**src/rtl/im_boot_loader.sv**
```systemverilog
// Byte-stream loader for the writable instruction memory: length header, big-endian words,
// trailing checksum byte. Holds the CPU in reset until a verified image has been written.
module im_boot_loader #(
    parameter int unsigned ADDR_W = 7,
    parameter int unsigned DEPTH  = 128
) (
    input  logic              i_clk,
    input  logic              i_rstn,
    input  logic              i_start,
    input  logic              i_in_valid,
    input  logic [7:0]        i_in_data,
    output logic              o_in_ready,
    output logic              o_im_we,
    output logic [ADDR_W-1:0] o_im_addr,
    output logic [31:0]       o_im_wdata,
    output logic              o_busy,
    output logic              o_done,
    output logic              o_err,
    output logic              o_cpu_hold
);

    typedef enum logic [2:0] {
        StIdle,
        StLenHi,
        StLenLo,
        StData,
        StCsum,
        StDone,
        StErr
    } state_e;

    state_e              r_state;
    state_e              w_next;
    logic [15:0]         r_len;
    logic [1:0]          r_byte_cnt;
    logic [ADDR_W:0]     r_word_cnt;
    logic [7:0]          r_csum;
    logic [23:0]         r_asm;
    logic                r_we;
    logic [ADDR_W-1:0]   r_addr;
    logic [31:0]         r_wdata;

    logic                w_accept;
    logic [15:0]         w_len;
    logic                w_len_bad;
    logic                w_last_word;
    logic [7:0]          w_csum_sum;
    logic                w_enter_len;

    assign w_accept    = i_in_valid & o_in_ready;
    assign w_len       = {r_len[15:8], i_in_data};
    assign w_len_bad   = (w_len == 16'd0) || (w_len > 16'(DEPTH));
    // Word counter is one bit wider than the address so len == DEPTH does not wrap.
    assign w_last_word = (16'(r_word_cnt) == (r_len - 16'd1));
    assign w_csum_sum  = r_csum + i_in_data;
    assign w_enter_len = (w_next == StLenHi) && (r_state != StLenHi);

    always_comb begin
        w_next     = r_state;
        o_in_ready = 1'b0;
        o_busy     = 1'b0;
        o_done     = 1'b0;
        o_err      = 1'b0;
        o_cpu_hold = 1'b1;
        case (r_state)
            StIdle: begin
                if (i_start) w_next = StLenHi;
            end
            StLenHi: begin
                o_in_ready = 1'b1;
                o_busy     = 1'b1;
                if (w_accept) w_next = StLenLo;
            end
            StLenLo: begin
                o_in_ready = 1'b1;
                o_busy     = 1'b1;
                if (w_accept) w_next = w_len_bad ? StErr : StData;
            end
            StData: begin
                o_in_ready = 1'b1;
                o_busy     = 1'b1;
                if (w_accept && (r_byte_cnt == 2'd3) && w_last_word) w_next = StCsum;
            end
            StCsum: begin
                o_in_ready = 1'b1;
                o_busy     = 1'b1;
                if (w_accept) w_next = (w_csum_sum == 8'd0) ? StDone : StErr;
            end
            StDone: begin
                o_done     = 1'b1;
                o_cpu_hold = 1'b0;
                if (i_start) w_next = StLenHi;
            end
            StErr: begin
                o_err = 1'b1;
                if (i_start) w_next = StLenHi;
            end
            default: w_next = StIdle;
        endcase
    end

    always_ff @(posedge i_clk) begin
        if (!i_rstn) begin
            r_state    <= StIdle;
            r_len      <= 16'd0;
            r_byte_cnt <= 2'd0;
            r_word_cnt <= '0;
            r_csum     <= 8'd0;
            r_asm      <= 24'd0;
            r_we       <= 1'b0;
            r_addr     <= '0;
            r_wdata    <= 32'd0;
        end else begin
            r_state <= w_next;
            r_we    <= 1'b0;
            if (w_enter_len) begin
                r_csum <= 8'd0;
            end else if (w_accept) begin
                r_csum <= w_csum_sum;
            end
            case (r_state)
                StLenHi: begin
                    if (w_accept) r_len[15:8] <= i_in_data;
                end
                StLenLo: begin
                    if (w_accept) begin
                        r_len[7:0] <= i_in_data;
                        r_byte_cnt <= 2'd0;
                        r_word_cnt <= '0;
                    end
                end
                StData: begin
                    if (w_accept) begin
                        r_asm      <= {r_asm[15:0], i_in_data};
                        r_byte_cnt <= r_byte_cnt + 2'd1;
                        if (r_byte_cnt == 2'd3) begin
                            r_we       <= 1'b1;
                            r_addr     <= r_word_cnt[ADDR_W-1:0];
                            r_wdata    <= {r_asm, i_in_data};
                            r_word_cnt <= r_word_cnt + 1'b1;
                        end
                    end
                end
                default: ;
            endcase
        end
    end

    assign o_im_we    = r_we;
    assign o_im_addr  = r_addr;
    assign o_im_wdata = r_wdata;

endmodule
```
**config.mk**
```make
export PLATFORM = sky130hd
export DESIGN_NAME = im_boot_loader
export DESIGN_NICKNAME = d
export VERILOG_FILES = /design/src/rtl/im_boot_loader.sv
export SDC_FILE = /design/constraint.sdc
export NUM_CORES = 1
export LEC_CHECK = 0
export CORE_UTILIZATION = 25
export DETAILED_ROUTE_END_ITERATION = 8
export SETUP_SLACK_MARGIN = 0.1
export SLEW_MARGIN = 10
export SYNTH_ARGS = -nofsm -noshare
export SYNTH_HDL_FRONTEND = slang
export SYNTH_SLANG_ARGS = --single-unit
```
**constraint.sdc**
```tcl
create_clock -name i_clk -period 4 [get_ports i_clk]
set_input_delay 0.8 -clock i_clk [delete_from_list [all_inputs] [get_ports i_clk]]
set_output_delay 0.8 -clock i_clk [all_outputs]
set_load 0.005 [all_outputs]
```
After elaboration in Yosys (flattened, before gate mapping)
Cells that the tools add are included.
{"block": "word_totals", "ff_bits": 101, "wordCells": 68, "out_inout_bits": 45}
{"block": "classes", "n_reduce_logical": 18, "bitwise_logic": 2, "muxes": 20, "order_cmp": 1, "n_eq_ne": 13, "n_addsub": 4}
{"operator": "8-bit 2-to-1 mux", "n": 3}
{"operator": "3-bit 2-to-1 mux", "n": 6}
{"operator": "8-bit by 16-bit == test with 1-bit output", "n": 1}
{"operator": "16-bit by 8-bit greater-than comparator with 1-bit output, second input constant", "n": 1}
{"operator": "16-bit logical NOT", "n": 1}
{"operator": "8-bit case mux with 2 select lines", "n": 1}
{"operator": "16-bit by 1-bit subtractor with 16-bit output, second input constant", "n": 1}
{"operator": "3-bit case mux with 5 select lines", "n": 1}
{"operator": "3-bit == test, second input constant", "n": 3}
{"operator": "3-bit AND reduction", "n": 3}
{"operator": "8-bit by 1-bit adder with 8-bit output, second input constant", "n": 1}
{"operator": "8-bit adder", "n": 1}
{"operator": "8-bit logical NOT", "n": 1}
{"operator": "3-bit by 1-bit == test with 1-bit output, second input constant", "n": 2}
{"operator": "3-bit by 2-bit == test with 1-bit output, second input constant", "n": 2}
{"operator": "2-bit 2-to-1 mux", "n": 3}
{"operator": "2-bit != test, second input constant", "n": 3}
{"operator": "2-bit AND reduction", "n": 3}
{"operator": "1-bit 2-to-1 mux", "n": 5}
{"operator": "2-bit case mux with 2 select lines", "n": 1}
{"operator": "4-bit AND reduction", "n": 1}
{"operator": "4-bit OR reduction", "n": 1}
{"operator": "1-bit logical AND", "n": 3}
{"operator": "3-bit logical NOT", "n": 1}
{"operator": "other kinds (9)", "n": 9}

Longest topological paths before layout
{"block": "logic_depth", "depth_word": 11, "mapped_depth": 11}

Least setup slack after synthesis
OpenSTA, ideal clock, no wires.
{"block": "synth_path", "kind": "input -> register", "startpoint": "input i_in_data[0]", "endpoint": "register r_csum[0]", "path_slack_ns": 1.045, "t_arrival_ns": 2.812, "required_time_ns": 3.856, "stages": 8, "cell_sequence": "ha_1 fa_1 xor2_1 or3_1 nor4_1 a41oi_1 nor3_4 a31oi_1"}
{"block": "synth_via", "elab_chain_cells": 8, "elab_cells_between_ends": 13, "classes_between": "1 x add/sub; 1 x order compare; 1 x eq/ne; 5 x mux; 5 x reduce/logical"}
{"element": "from (decl)", "line": "11", "source": "input logic [7:0] i_in_data,"}
{"element": "8-bit adder (tied with other cells)", "line": "55", "source": "assign w_csum_sum = r_csum + i_in_data;"}
{"element": "8-bit logical NOT / 1-bit logical OR (equally long branches)", "line": "87, 52"}
{"element": "2-bit 2-to-1 mux / 3-bit 2-to-1 mux (equally long branches)", "line": "87, 77"}
{"element": "3-bit 2-to-1 mux (on tied branches)", "line": "87, 77"}
{"element": "3-bit case mux with 5 select lines", "line": "65", "source": "case (r_state)"}
{"element": "3-bit by 1-bit == test with 1-bit output", "line": "56", "source": "assign w_enter_len = (w_next == StLenHi) && (r_state != StLenHi);"}
{"element": "1-bit logical AND", "line": "56"}
{"element": "2-bit OR reduction (no line)"}
{"element": "to (signal assigned)", "line": "119", "source": "r_csum <= w_csum_sum;"}
{"element": "to (decl)", "line": "37", "source": "logic [7:0] r_csum;"}
Parallel ways exist; a longest one is shown, timed or not.
A chain may end at the register's enable or synchronous reset.

Worst setup path in the final report
{"block": "layout_path", "startpoint": "input i_in_data[1]", "endpoint": "register r_csum[3]"}
The elaborated chain is that of the path after synthesis.

==> results by stage <==
Power:
- The part of the power in registers is 42.6%.
- The power per standard cell area is 418 nW/µm².
- The leakage power summed over all cells is 2.11 nW.
- The internal power contribution is between 1.5 and 2 mW.
- Net switching is 28.6% of the power.
- The clock share of power is around 36%.
- Combinational cells account for 21.0% of the total power.
- The net switching power of the design is 0.736 mW.
- The worst-case IR drop observed on VDD is ~0.24 mV.

Clocking:
- Buffers inserted to repair hold after CTS numbered 0.
- The TritonCTS clock tree is yes.
- The worst-skew pair later-pin latency is 0.35 ns.
- Post-CTS timing repair inserted 0 buffers for setup.
- After clock tree synthesis, the clock-pin slew on the worst setup and hold paths is approximately 0.07 ns.
- The clock tree synthesis step divided the H-tree into 3 levels.
- The TritonCTS sink count is 101.
- TritonCTS created 9 clock buffers.
- No sink is reached through more buffers than the 2 on the longest clock path.
- The number of gates resized after CTS was 0.
- The tree is rooted in a clkbuf_16.

Global routing:
- In the global route stage, overall resource usage came out at roughly an eighth.
- Summed over all layers, the global routing overflow is 0.
- The pin count of the biggest net entering global routing is 64.
- The initial antenna violation count is 0.
- The wire length of the first global-routing pass is 20.4 mm.
- The number of global-route vias before repair is a little under 4000.

Synth:
- The area share of and/or/nand/nor cells after synthesis is 24.5%.
- The leading area contributor after synthesis is dfxtp_1.
- The cell area that synthesis handed to floorplanning was about 5000 µm².
- The number of warnings issued by yosys is 0.
- Measured against the total synthesized area, the mux share comes to 1.63%.
- The cell count after synthesis is 601.
- The sequential cell area fraction in the yosys report is 40.6%.
- By count the netlist is led by 179 x nand2_1, 101 x dfxtp_1, 82 x a21boi_0.
- The mean instance size in the synthesized netlist is 8.28 µm².
- In this run, distinct cell masters in the synthesized netlist total 63.
- The number of flops mapped to enable cells by yosys is 0.
- Sorting the synthesized cells by area gives the leading types as dfxtp_1 41%, nand2_1 14%, a21boi_0 12%, xnor2_1 2.8%, ha_1 2.5%.
- Yosys instantiated no cell more often than nand2_1.
- After synthesis, the share of flip-flops with an asynchronous set or reset is 0%.
- Of the total synthesized cell area, the portion taken by full adders, half adders and majority gates is 3.12%.
- The portion of synthesized cell area occupied by the leading cell type is 40.6%.
- The synthesized netlist net count is approximately 620.
- Counting flops and latches in the post-synthesis netlist gives 101.
- The fraction of the mapped netlist area in compound gates is roughly a fifth.
- The leading register cell type out of synthesis is dfxtp_1.
- Of the total synthesized cell area, the portion taken by XOR and XNOR cells is 4.75%.
- The main combinational cell family by area after synthesis is simple AND/OR/NAND/NOR gates.

Routing:
- After detailed routing, the number of vias per cell comes to roughly 4.6.
- The number of violations reported at the end of detailed-routing iteration 0 is 326.
- For this block, the routed nets add up to 12.6 mm of wire.
- Detailed routing inserted a total of approximately 4200 vias.
- The DRC violation count after routing is 0.
- The number of antenna-violating nets in the routed design is 0.
- After detailed routing, the average wire length per cell comes to between 10 and 15 µm.
- The number of detailed-route iterations in the first pass is 5.

Job:
- The number of max-cap violations is 0.

Timing:
- Setup violations remaining at the end of the flow were counted as 0.
- Measured against its own limit, the worst slew margin works out to 55.0%.
- The maximum clock rate is 300 MHz.
- The total count of max-transition violations in the final report is 0.
- Dividing the final minimum period by the clock period gives 83.5%.
- The final number of hold-violating endpoints is 0.
- Summed over all failing endpoints, the final setup total negative slack is 0 ns.
- The shortest period the worst path allows is approximately 3.3 ns.
- Setup repair after global routing left no endpoint under its margin.
- Across the routed clock network, the largest skew measured is about 0.0089 ns.
- The slew at the pin closest to its max-slew limit is about 0.67 ns.
- The worst slack on hold paths is 0.462 ns.

Worst setup path:
- The slowest stage of the critical path belongs to the cell clkdlybuf4s50_1.
- The critical path starts at i_in_data[1].
- In this run the critical register-to-register path is launched from r_len[0].
- Walking the worst path, the cells encountered are clkdlybuf4s50_1, fa_1, xor2_1, or3_1, nor4_1, a41oi_1, nor3_4, a31oi_1.
- The type of destination of the critical path is a flip-flop.
- The kind of critical path is input port to flip-flop.
- STA puts the critical path data arrival time at 3.54 ns.
- Of all nets on the critical path, the largest fanout is 9.
- For the worst setup path, the data required time is 4.21 ns.
- The sort of element at the start of the critical path is an input port.
- The largest single stage delay on the critical path is about 0.56 ns.

Die:
- The number of rows created at floorplan is 51.
- The die is about 140 µm tall.
- For this configuration, the core starts out at a cell density of 25.6%.
- Measured along the x axis, the die boundary spans 143 µm.
- During I/O placement, the number of pins put on the boundary was 57.
- The die covers roughly 20000 µm².
- The core box area is 19500 µm².

Min path:
- The launch instance of the worst min-delay path is r_asm[17].
- The min-delay analysis places its worst path in the category flip-flop to flip-flop.

Final layout:
- 0 antenna diodes ended up in the layout.
- The post-route netlist has 7.79% of its cells at a drive strength greater than 1.
- The area growth from synthesis to final layout is 23.7%.
- The count of nets after finishing is 673.

Status:
- The flow ran to the end, and the final reports show no timing, DRC or antenna violations.

Place:
- At the end of routability-driven placement, the weighted congestion stood at 0.838.
- The quantity of I/O buffers inserted on ports is 56.
- The detailed placement HPWL is slightly below 9 mm.
-- cells in the final DEF (no fill, tap or decap), drive strengths merged, types with 10 or more instances in the layout --
cell / n
nand2: 179
dfxtp: 101
a21boi: 82
clkdlybuf4s50: 55
nor2: 22
buf: 20
xnor2: 16
clkbuf: 12
xor2: 11
a21oi: 10
a31oi: 10
ha: 10
-- through the flow --
stage	util [%]	power (mW)	setup WS [ns]	std cells	cell area (µm²)
floorplan	-	1.51	1.04	601	4970
global placement	30.0	1.65	0.355	904	5840
detailed placement	30.0	1.66	0.314	904	5840
CTS	31.6	2.59	0.675	920	6150
global route	31.6	2.69	0.463	920	6150
finish	31.6	2.57	0.661	920	6150
-- worst paths after layout --
check	to	slack, ns	cells past startpoint
max	r_csum[3]	0.66	8
min	o_im_wdata[25]	0.46	2
max reg2reg	r_csum[3]	1.09	10
min reg2reg	o_im_wdata[25]	0.46	2
-- power by group through the flow --
stage / registers [mW] / clock network [mW] / logic [mW]
3_3_place_gp: 1.12 / 0 / 0.537
5_1_grt: 1.10 / 0.997 / 0.599
4_1_cts: 1.09 / 0.960 / 0.542
6_report: 1.09 / 0.936 / 0.540
3_5_place_dp: 1.12 / 0 / 0.540
2_1_floorplan: 1.09 / 0 / 0.424
-- per-layer routing --
metal | global-route usage (%) | part of all wire, % | up-vias
li1 | - | - | 2171
met1 | 17.8 | 51 | 1964
met2 | 19.1 | 43 | 83
met3 | 2.68 | 3.6 | 14
met4 | 4.87 | 1.7 | 0
met5 | 0 | 0 | -
-- critical path: cells and delay by family --
family	cells	cell delay (ns)
AOI/OAI and AO/OA	2	0.38
xor gates and xnor gates	1	0.18
buffers and inverters	1	0.56
and+or+nand+nor	3	1.10
adders and majority gates	1	0.52
-- kinds of logic (layout without fill, tap and decap cells) --
| group | Yosys count | count (layout) |
|---|---|---|
| AND/OR/NAND/NOR | 266 | 266 |
| buffers and inverters | 45 | 99 |
| multiplexers | 8 | 8 |
| AO/OA/AOI/OAI | 142 | 142 |
| flip-flops | 101 | 101 |
| XOR/XNOR | 27 | 27 |
| adder cells (fa/ha/maj) | 12 | 12 |
-- final cells by class --
class / instances / area [µm²]
clock buffers: 12 / 267
clock inverters: 4 / 52.6
fillers: 2070 / 13300
inverters: 8 / 30.0
multi-input cells: 455 / 2750
flip-flops and latches: 101 / 2020
well taps: 265 / 332
repair buffers: 75 / 698
-- flip-flops by register name, indices dropped and copies added, names as in the netlist --
signal      cells
o_im_addr       7
o_im_wdata     32
o_im_we         1
r_asm          24
r_byte_cnt      2
r_csum          8
r_len          16
r_state         3
r_word_cnt      8
Power figures use the tool's default switching activity.
